[src/rtl/mem_lsu_pkg.sv]
// rtl/mem_lsu_pkg.sv - shared op codes, exception bit indices and LSU state/size types
package mem_lsu_pkg;

  localparam logic [7:0] EXE_ADD_OP = 8'b00100000;
  localparam logic [7:0] EXE_LB_OP  = 8'b11100000;
  localparam logic [7:0] EXE_LH_OP  = 8'b11100001;
  localparam logic [7:0] EXE_LW_OP  = 8'b11100011;
  localparam logic [7:0] EXE_LBU_OP = 8'b11100100;
  localparam logic [7:0] EXE_LHU_OP = 8'b11100101;
  localparam logic [7:0] EXE_SB_OP  = 8'b11101000;
  localparam logic [7:0] EXE_SH_OP  = 8'b11101001;
  localparam logic [7:0] EXE_SW_OP  = 8'b11101011;

  localparam int LOAD_MISALIGN_BIT  = 4;
  localparam int STORE_MISALIGN_BIT = 6;

  typedef enum logic [1:0] {
    ST_IDLE = 2'd0,
    ST_BUSY = 2'd1,
    ST_DONE = 2'd2
  } lsu_state_e;

  typedef enum logic [1:0] {
    SZ_BYTE = 2'd0,
    SZ_HALF = 2'd1,
    SZ_WORD = 2'd2
  } lsu_size_e;

  typedef struct packed {
    logic      is_mem;
    logic      is_store;
    logic      is_unsigned;
    lsu_size_e size;
  } lsu_op_t;

  // Classify an aluop into access kind, width and extension mode.
  function automatic lsu_op_t decode_op(input logic [7:0] op);
    lsu_op_t d;
    d.is_mem      = 1'b1;
    d.is_store    = 1'b0;
    d.is_unsigned = 1'b0;
    d.size        = SZ_WORD;
    case (op)
      EXE_LB_OP:  d.size = SZ_BYTE;
      EXE_LBU_OP: begin d.size = SZ_BYTE; d.is_unsigned = 1'b1; end
      EXE_LH_OP:  d.size = SZ_HALF;
      EXE_LHU_OP: begin d.size = SZ_HALF; d.is_unsigned = 1'b1; end
      EXE_LW_OP:  d.size = SZ_WORD;
      EXE_SB_OP:  begin d.size = SZ_BYTE; d.is_store = 1'b1; end
      EXE_SH_OP:  begin d.size = SZ_HALF; d.is_store = 1'b1; end
      EXE_SW_OP:  begin d.size = SZ_WORD; d.is_store = 1'b1; end
      default:    d.is_mem = 1'b0;
    endcase
    return d;
  endfunction

endpackage

[src/rtl/mem_lsu_lane.sv]
// rtl/mem_lsu_lane.sv - byte-lane select/store replication and load extraction/extension
module mem_lsu_lane
  import mem_lsu_pkg::*;
(
  input  lsu_size_e   size,
  input  logic        is_unsigned,
  input  logic [1:0]  a,
  input  logic [31:0] store_data,
  input  logic [31:0] load_word,
  output logic [3:0]  sel,
  output logic [31:0] wdata,
  output logic [31:0] load_data
);

  logic [7:0]  lane_b;
  logic [15:0] lane_h;

  assign lane_b = load_word[{a, 3'b000} +: 8];
  // Halfwords only look at a[1]; a[0] is either trapped upstream or ignored.
  assign lane_h = a[1] ? load_word[31:16] : load_word[15:0];

  // Per-width lane enables, store replication and load extension.
  always_comb begin
    sel       = 4'b1111;
    wdata     = store_data;
    load_data = load_word;
    case (size)
      SZ_BYTE: begin
        sel       = 4'b0001 << a;
        wdata     = {4{store_data[7:0]}};
        load_data = is_unsigned ? {24'b0, lane_b} : {{24{lane_b[7]}}, lane_b};
      end
      SZ_HALF: begin
        sel       = a[1] ? 4'b1100 : 4'b0011;
        wdata     = {2{store_data[15:0]}};
        load_data = is_unsigned ? {16'b0, lane_h} : {{16{lane_h[15]}}, lane_h};
      end
      default: begin
        sel       = 4'b1111;
        wdata     = store_data;
        load_data = load_word;
      end
    endcase
  end

endmodule

[src/rtl/mem_lsu.sv]
// rtl/mem_lsu.sv - MEM-stage load/store unit; MISALIGN_EXC_EN traps misaligned half/word accesses
module mem_lsu
  import mem_lsu_pkg::*;
#(
  parameter int ADDR_W = 32,
  parameter int DATA_W = 32
) (
  input  logic              clk,
  input  logic              rst,
  input  logic              flush,
  input  logic [4:0]        mem_wd,
  input  logic              mem_wreg,
  input  logic [31:0]       mem_wdata,
  input  logic [7:0]        mem_aluop,
  input  logic [ADDR_W-1:0] mem_mem_addr,
  input  logic [31:0]       mem_reg2,
  input  logic [31:0]       mem_excepttype,
  output logic              dbus_req,
  output logic              dbus_we,
  output logic [ADDR_W-1:0] dbus_addr,
  output logic [3:0]        dbus_sel,
  output logic [DATA_W-1:0] dbus_wdata,
  input  logic              dbus_ack,
  input  logic [DATA_W-1:0] dbus_rdata,
  output logic [4:0]        wb_wd,
  output logic              wb_wreg,
  output logic [31:0]       wb_wdata,
  output logic [31:0]       wb_excepttype,
  output logic              stallreq
);

  lsu_state_e  state;
  lsu_op_t     dec;
  logic [31:0] rdata_q;
  logic        drop_q;
  logic        exc_pending;
  logic        misaligned;
  logic [31:0] misalign_exc;
  logic        start;
  logic [3:0]  lane_sel;
  logic [31:0] lane_wdata;
  logic [31:0] lane_load;

  assign dec         = decode_op(mem_aluop);
  assign exc_pending = |mem_excepttype;

`ifdef MISALIGN_EXC_EN
  assign misaligned = dec.is_mem &&
                      ((dec.size == SZ_HALF && mem_mem_addr[0]) ||
                       (dec.size == SZ_WORD && mem_mem_addr[1:0] != 2'b00));

  // Flag the misaligned access in the exception vector instead of touching the bus.
  always_comb begin
    misalign_exc = '0;
    if (misaligned) begin
      if (dec.is_store) misalign_exc[STORE_MISALIGN_BIT] = 1'b1;
      else              misalign_exc[LOAD_MISALIGN_BIT]  = 1'b1;
    end
  end
`else
  assign misaligned   = 1'b0;
  assign misalign_exc = '0;
`endif

  assign start = (state == ST_IDLE) && dec.is_mem && !exc_pending && !misaligned && !flush;

  mem_lsu_lane u_lane (
    .size        (dec.size),
    .is_unsigned (dec.is_unsigned),
    .a           (mem_mem_addr[1:0]),
    .store_data  (mem_reg2),
    .load_word   (rdata_q),
    .sel         (lane_sel),
    .wdata       (lane_wdata),
    .load_data   (lane_load)
  );

  // Bus handshake FSM: launch in IDLE, hold until ack in BUSY, one result cycle in DONE.
  always_ff @(posedge clk) begin
    if (rst) begin
      state      <= ST_IDLE;
      dbus_req   <= 1'b0;
      dbus_we    <= 1'b0;
      dbus_addr  <= '0;
      dbus_sel   <= 4'b0000;
      dbus_wdata <= '0;
      rdata_q    <= '0;
      drop_q     <= 1'b0;
    end else begin
      case (state)
        ST_IDLE: begin
          if (start) begin
            dbus_req   <= 1'b1;
            dbus_we    <= dec.is_store;
            dbus_addr  <= {mem_mem_addr[ADDR_W-1:2], 2'b00};
            dbus_sel   <= lane_sel;
            dbus_wdata <= lane_wdata;
            drop_q     <= 1'b0;
            state      <= ST_BUSY;
          end
        end
        ST_BUSY: begin
          if (flush) drop_q <= 1'b1;
          if (dbus_ack) begin
            rdata_q  <= dbus_rdata;
            dbus_req <= 1'b0;
            drop_q   <= 1'b0;
            // A flushed transaction still completes on the bus but never writes back.
            state    <= (drop_q || flush) ? ST_IDLE : ST_DONE;
          end
        end
        ST_DONE: state <= ST_IDLE;
        default: state <= ST_IDLE;
      endcase
    end
  end

  // Writeback path and stall request, combinational from state and the EX/MEM inputs.
  always_comb begin
    wb_wd         = mem_wd;
    wb_excepttype = mem_excepttype | misalign_exc;
    wb_wdata      = mem_wdata;
    wb_wreg       = 1'b0;
    stallreq      = start || (state == ST_BUSY);
    case (state)
      ST_IDLE: wb_wreg = mem_wreg && !dec.is_mem && !exc_pending;
      ST_DONE: begin
        if (dec.is_mem && !dec.is_store) begin
          wb_wdata = lane_load;
          wb_wreg  = mem_wreg && !flush && !drop_q;
        end
      end
      default: wb_wreg = 1'b0;
    endcase
  end

endmodule

[config.mk]
export PLATFORM = sky130hd
export DESIGN_NAME = mem_lsu
export DESIGN_NICKNAME = d
export VERILOG_FILES = /design/src/rtl/mem_lsu_pkg.sv /design/src/rtl/mem_lsu_lane.sv /design/src/rtl/mem_lsu.sv
export SDC_FILE = /design/constraint.sdc
export NUM_CORES = 1
export LEC_CHECK = 0
export ABC_AREA = 0
export BUFFER_PORTS_ARGS = -buffer_cell sky130_fd_sc_hd__buf_2
export CELL_PAD_IN_SITES_DETAIL_PLACEMENT = 2
export CELL_PAD_IN_SITES_GLOBAL_PLACEMENT = 2
export CORE_AREA = 5 5 156 158
export DETAILED_ROUTE_END_ITERATION = 8
export DIE_AREA = 0 0 161 163
export GPL_ROUTABILITY_DRIVEN = 0
export HOLD_SLACK_MARGIN = 0.15
export PLACE_DENSITY = 0.93
export SYNTH_ARGS = -nofsm -noshare
export SYNTH_HDL_FRONTEND = slang
export SYNTH_SLANG_ARGS = --single-unit
[constraint.sdc]
create_clock -name clk -period 3.5 [get_ports clk]
set_input_delay 0.175 -clock clk [delete_from_list [all_inputs] [get_ports clk]]
set_output_delay 0.175 -clock clk [all_outputs]
set_load 0.01 [all_outputs]
==> reports/summary.txt <==
Layout net count = 1189
Via count = 6706
Max VDD drop = 163 uV
Distinct cells, synth = 41
Slew Limit Fails = 0
Setup_tns = 0 ns
Asr flop ratio synth = 0
Pwr/cell area = 337 mW/mm^2
Worst setup path class = reg2reg
Synth Flop Type = dfxtp_1
CP Data Arrival Time = 3.43 ns
Bufs on Longest Clock Path = 2
Total power draw = 2690 uW
Hold slack = 0.179 ns
RSZ-0062 raised after global routing = no
Full die area = 0.0262 mm^2
Post-route ant nets = 0
Bufs and invs on worst path = 2
Largest net degree at the start of global routing = 71
FMAX = 0.315 GHz
Die W = 161 um
Initial antenna violation count = 2
Post-DR wirelength/cell = 21.6 um
# fillers = 2662
Critical path required time = 3.75 ns
# IOs = 319
Placed insts = 1206
Finished Layout Cells = 1307
Cells after Synth = 703
Final Cycle Share = 0.908
Clk_lat worst skew = 0.36 ns
Worst-margin pin slew = 1.23 ns
# H-tree levels = 3
Avg Vias per Cell = 5.13
Avg Cell Area, Syn = 7.62 um^2
DRT iter0 DRCs = 364
Area Growth Syn to Fin = 48.9%
CTS tree = done
Share of cells above drive strength 1 = 0.344
HP Class = in2reg
Global-route wire length before repair = 43.2 mm
Vias in the first global route = 7537
Final HPWL DP = 18.8 mm
DRC = 0
Crit path cell chain = nor4_1 > nand4_1 > or3_4 > nor2_2 > buf_4 > a311oi_1 > dlygate4sd3_1
Post-cts resize count = 0
Post-synth EDFFs = 0
WL final = 28.2 mm
Num CTS Buffers = 9
Fin crit period = 3.18 ns
Starting Density = 0.233
# rows = 56
Mapped cell area = 0.00535 mm^2
Finished Core Util = 0.347
Synth Register Bits = 103
Clock sink count = 103
Crit path max-delay family = simple AND/OR/NAND/NOR gates
Slew headroom = 0.176
I/O Buffers = 306
Final setup viols = 0
Pleak = 0.00332 uW
Worst Clk Skew = 0.0134 ns
GRT Residual Overflow = 0
Final hold violations = 0
Crit path capture type = flop
CP max FO = 49
Max Cap Viol = 0
GRT Overall Usage = 0.208
Status = completed
Worst path max stage delay = 0.62 ns
Die span in y = 163 um
YS warnings = 0
Root buffer cell = clkbuf_16
Register area share after synthesis = 0.385
Clock-pin slew on the worst setup and hold paths = 0.08 ns
Pre-Repair DR Iteration Count = 7
Placeable Area = 0.0230 mm^2
Crit-path slowest cell = dlygate4sd3_1
Startpoint types = flop
## power breakdown
part	internal (uW)	total, uW	leakage [uW]	switching, uW
combinational	180	352	0.00234	171
clock	644	1170	0.000160	524
sequential	1170	1170	0.000829	0.00000000396
## routing by layer
metal	global-route usage	part of all wire	up-vias
met3	0.0478	0.058	64
met1	0.229	0.39	3321
met2	0.382	0.51	251
li1	-	-	3068
met5	0	0.00046	-
met4	0.0903	0.040	2
## registers in the layout, summed over array words and instances, names as in the netlist
signal      flops
rdata_q        32
dbus_addr      30
dbus_req        1
dbus_we         1
dbus_wdata     32
dbus_sel        4
drop_q          1
state           2
## final cells by class
class | instances | area, um^2 | area share
diodes | 1 | 2.50 | 0.000314
clock buffers | 9 | 225 | 0.0282
clock inverters | 7 | 108 | 0.0135
inverters | 3 | 11.3 | 0.00141
multi-input cells | 491 | 2720 | 0.341
flip-flops and latches | 103 | 2060 | 0.259
well taps | 290 | 363 | 0.0455
repair buffers | 403 | 2480 | 0.312
## final timing paths
check | start | endpoint | slack [ns] | cells past startpoint
hold reg to reg | dbus_addr[27] | dbus_addr[27] | 0.48 | 2
setup reg to reg | state[0] | dbus_wdata[19] | 0.32 | 7
setup / recovery | state[0] | dbus_wdata[19] | 0.32 | 7
hold / removal | mem_reg2[9] | dbus_wdata[9] | 0.18 | 3
## kinds of logic (layout without fill, tap and decap cells)
group | after synthesis | after routing | share of synthesized area
buf+inv | 110 | 422 | 0.110
other cells | 1 | 3 | 0.000700
mux | 25 | 25 | 0.0657
simple gates | 230 | 230 | 0.193
compound gates | 234 | 234 | 0.246
flops | 103 | 103 | 0.385
## cell usage in the layout (no fill, tap or decap), types with 3 or more instances in the layout
master,instances
a21oi_1,133
mux4_2,8
dlygate4sd3_1,84
buf_2,305
inv_1,3
a22oi_1,9
a311oi_1,8
o2111ai_1,8
nand3_1,42
clkbuf_16,9
mux2i_1,16
o21ai_0,54
a211oi_1,9
nor2_1,35
nand2_1,115
buf_4,13
o21ai_1,3
a222oi_1,7
dfxtp_1,103
nor4_1,10
nand2b_1,6
nor2b_1,5
## worst reg2reg max path, delay by kind of cell (launching register included)
| kind | cells | cell delay, ns |
|---|---|---|
| compound gates | 1 | 0.13 |
| buf+inv | 2 | 0.91 |
| flops | 1 | 0.35 |
| simple gates | 4 | 1.69 |
## through the flow
stage	setup slack [ns]	instance area [um^2]
global placement	0.929	6800
floorplan	1.65	5360
CTS	0.340	7970
finish	0.322	7970
detailed placement	0.854	6800
global route	0.0741	7970
## synth_stat cells (all sizes together), types with 8 or more instances
master / instances / share of area
o2111ai: 8 / 0.013
a311oi: 8 / 0.013
nor2: 37 / 0.027
nor4: 10 / 0.012
a22oi: 9 / 0.013
dfxtp: 103 / 0.39
clkbuf: 49 / 0.034
a21oi: 133 / 0.12
nand3: 42 / 0.039
mux4: 8 / 0.034
a211oi: 9 / 0.013
mux2i: 16 / 0.030
buf: 58 / 0.073
o21ai: 57 / 0.053
nand2: 115 / 0.081
## timing repair
item / 4_1_cts / 5_1_grt
hold buffers: 84 / 0
setup buffers: 0 / 0
hold endpoints to repair: 79 / 0
Power figures use the tool's default switching activity.
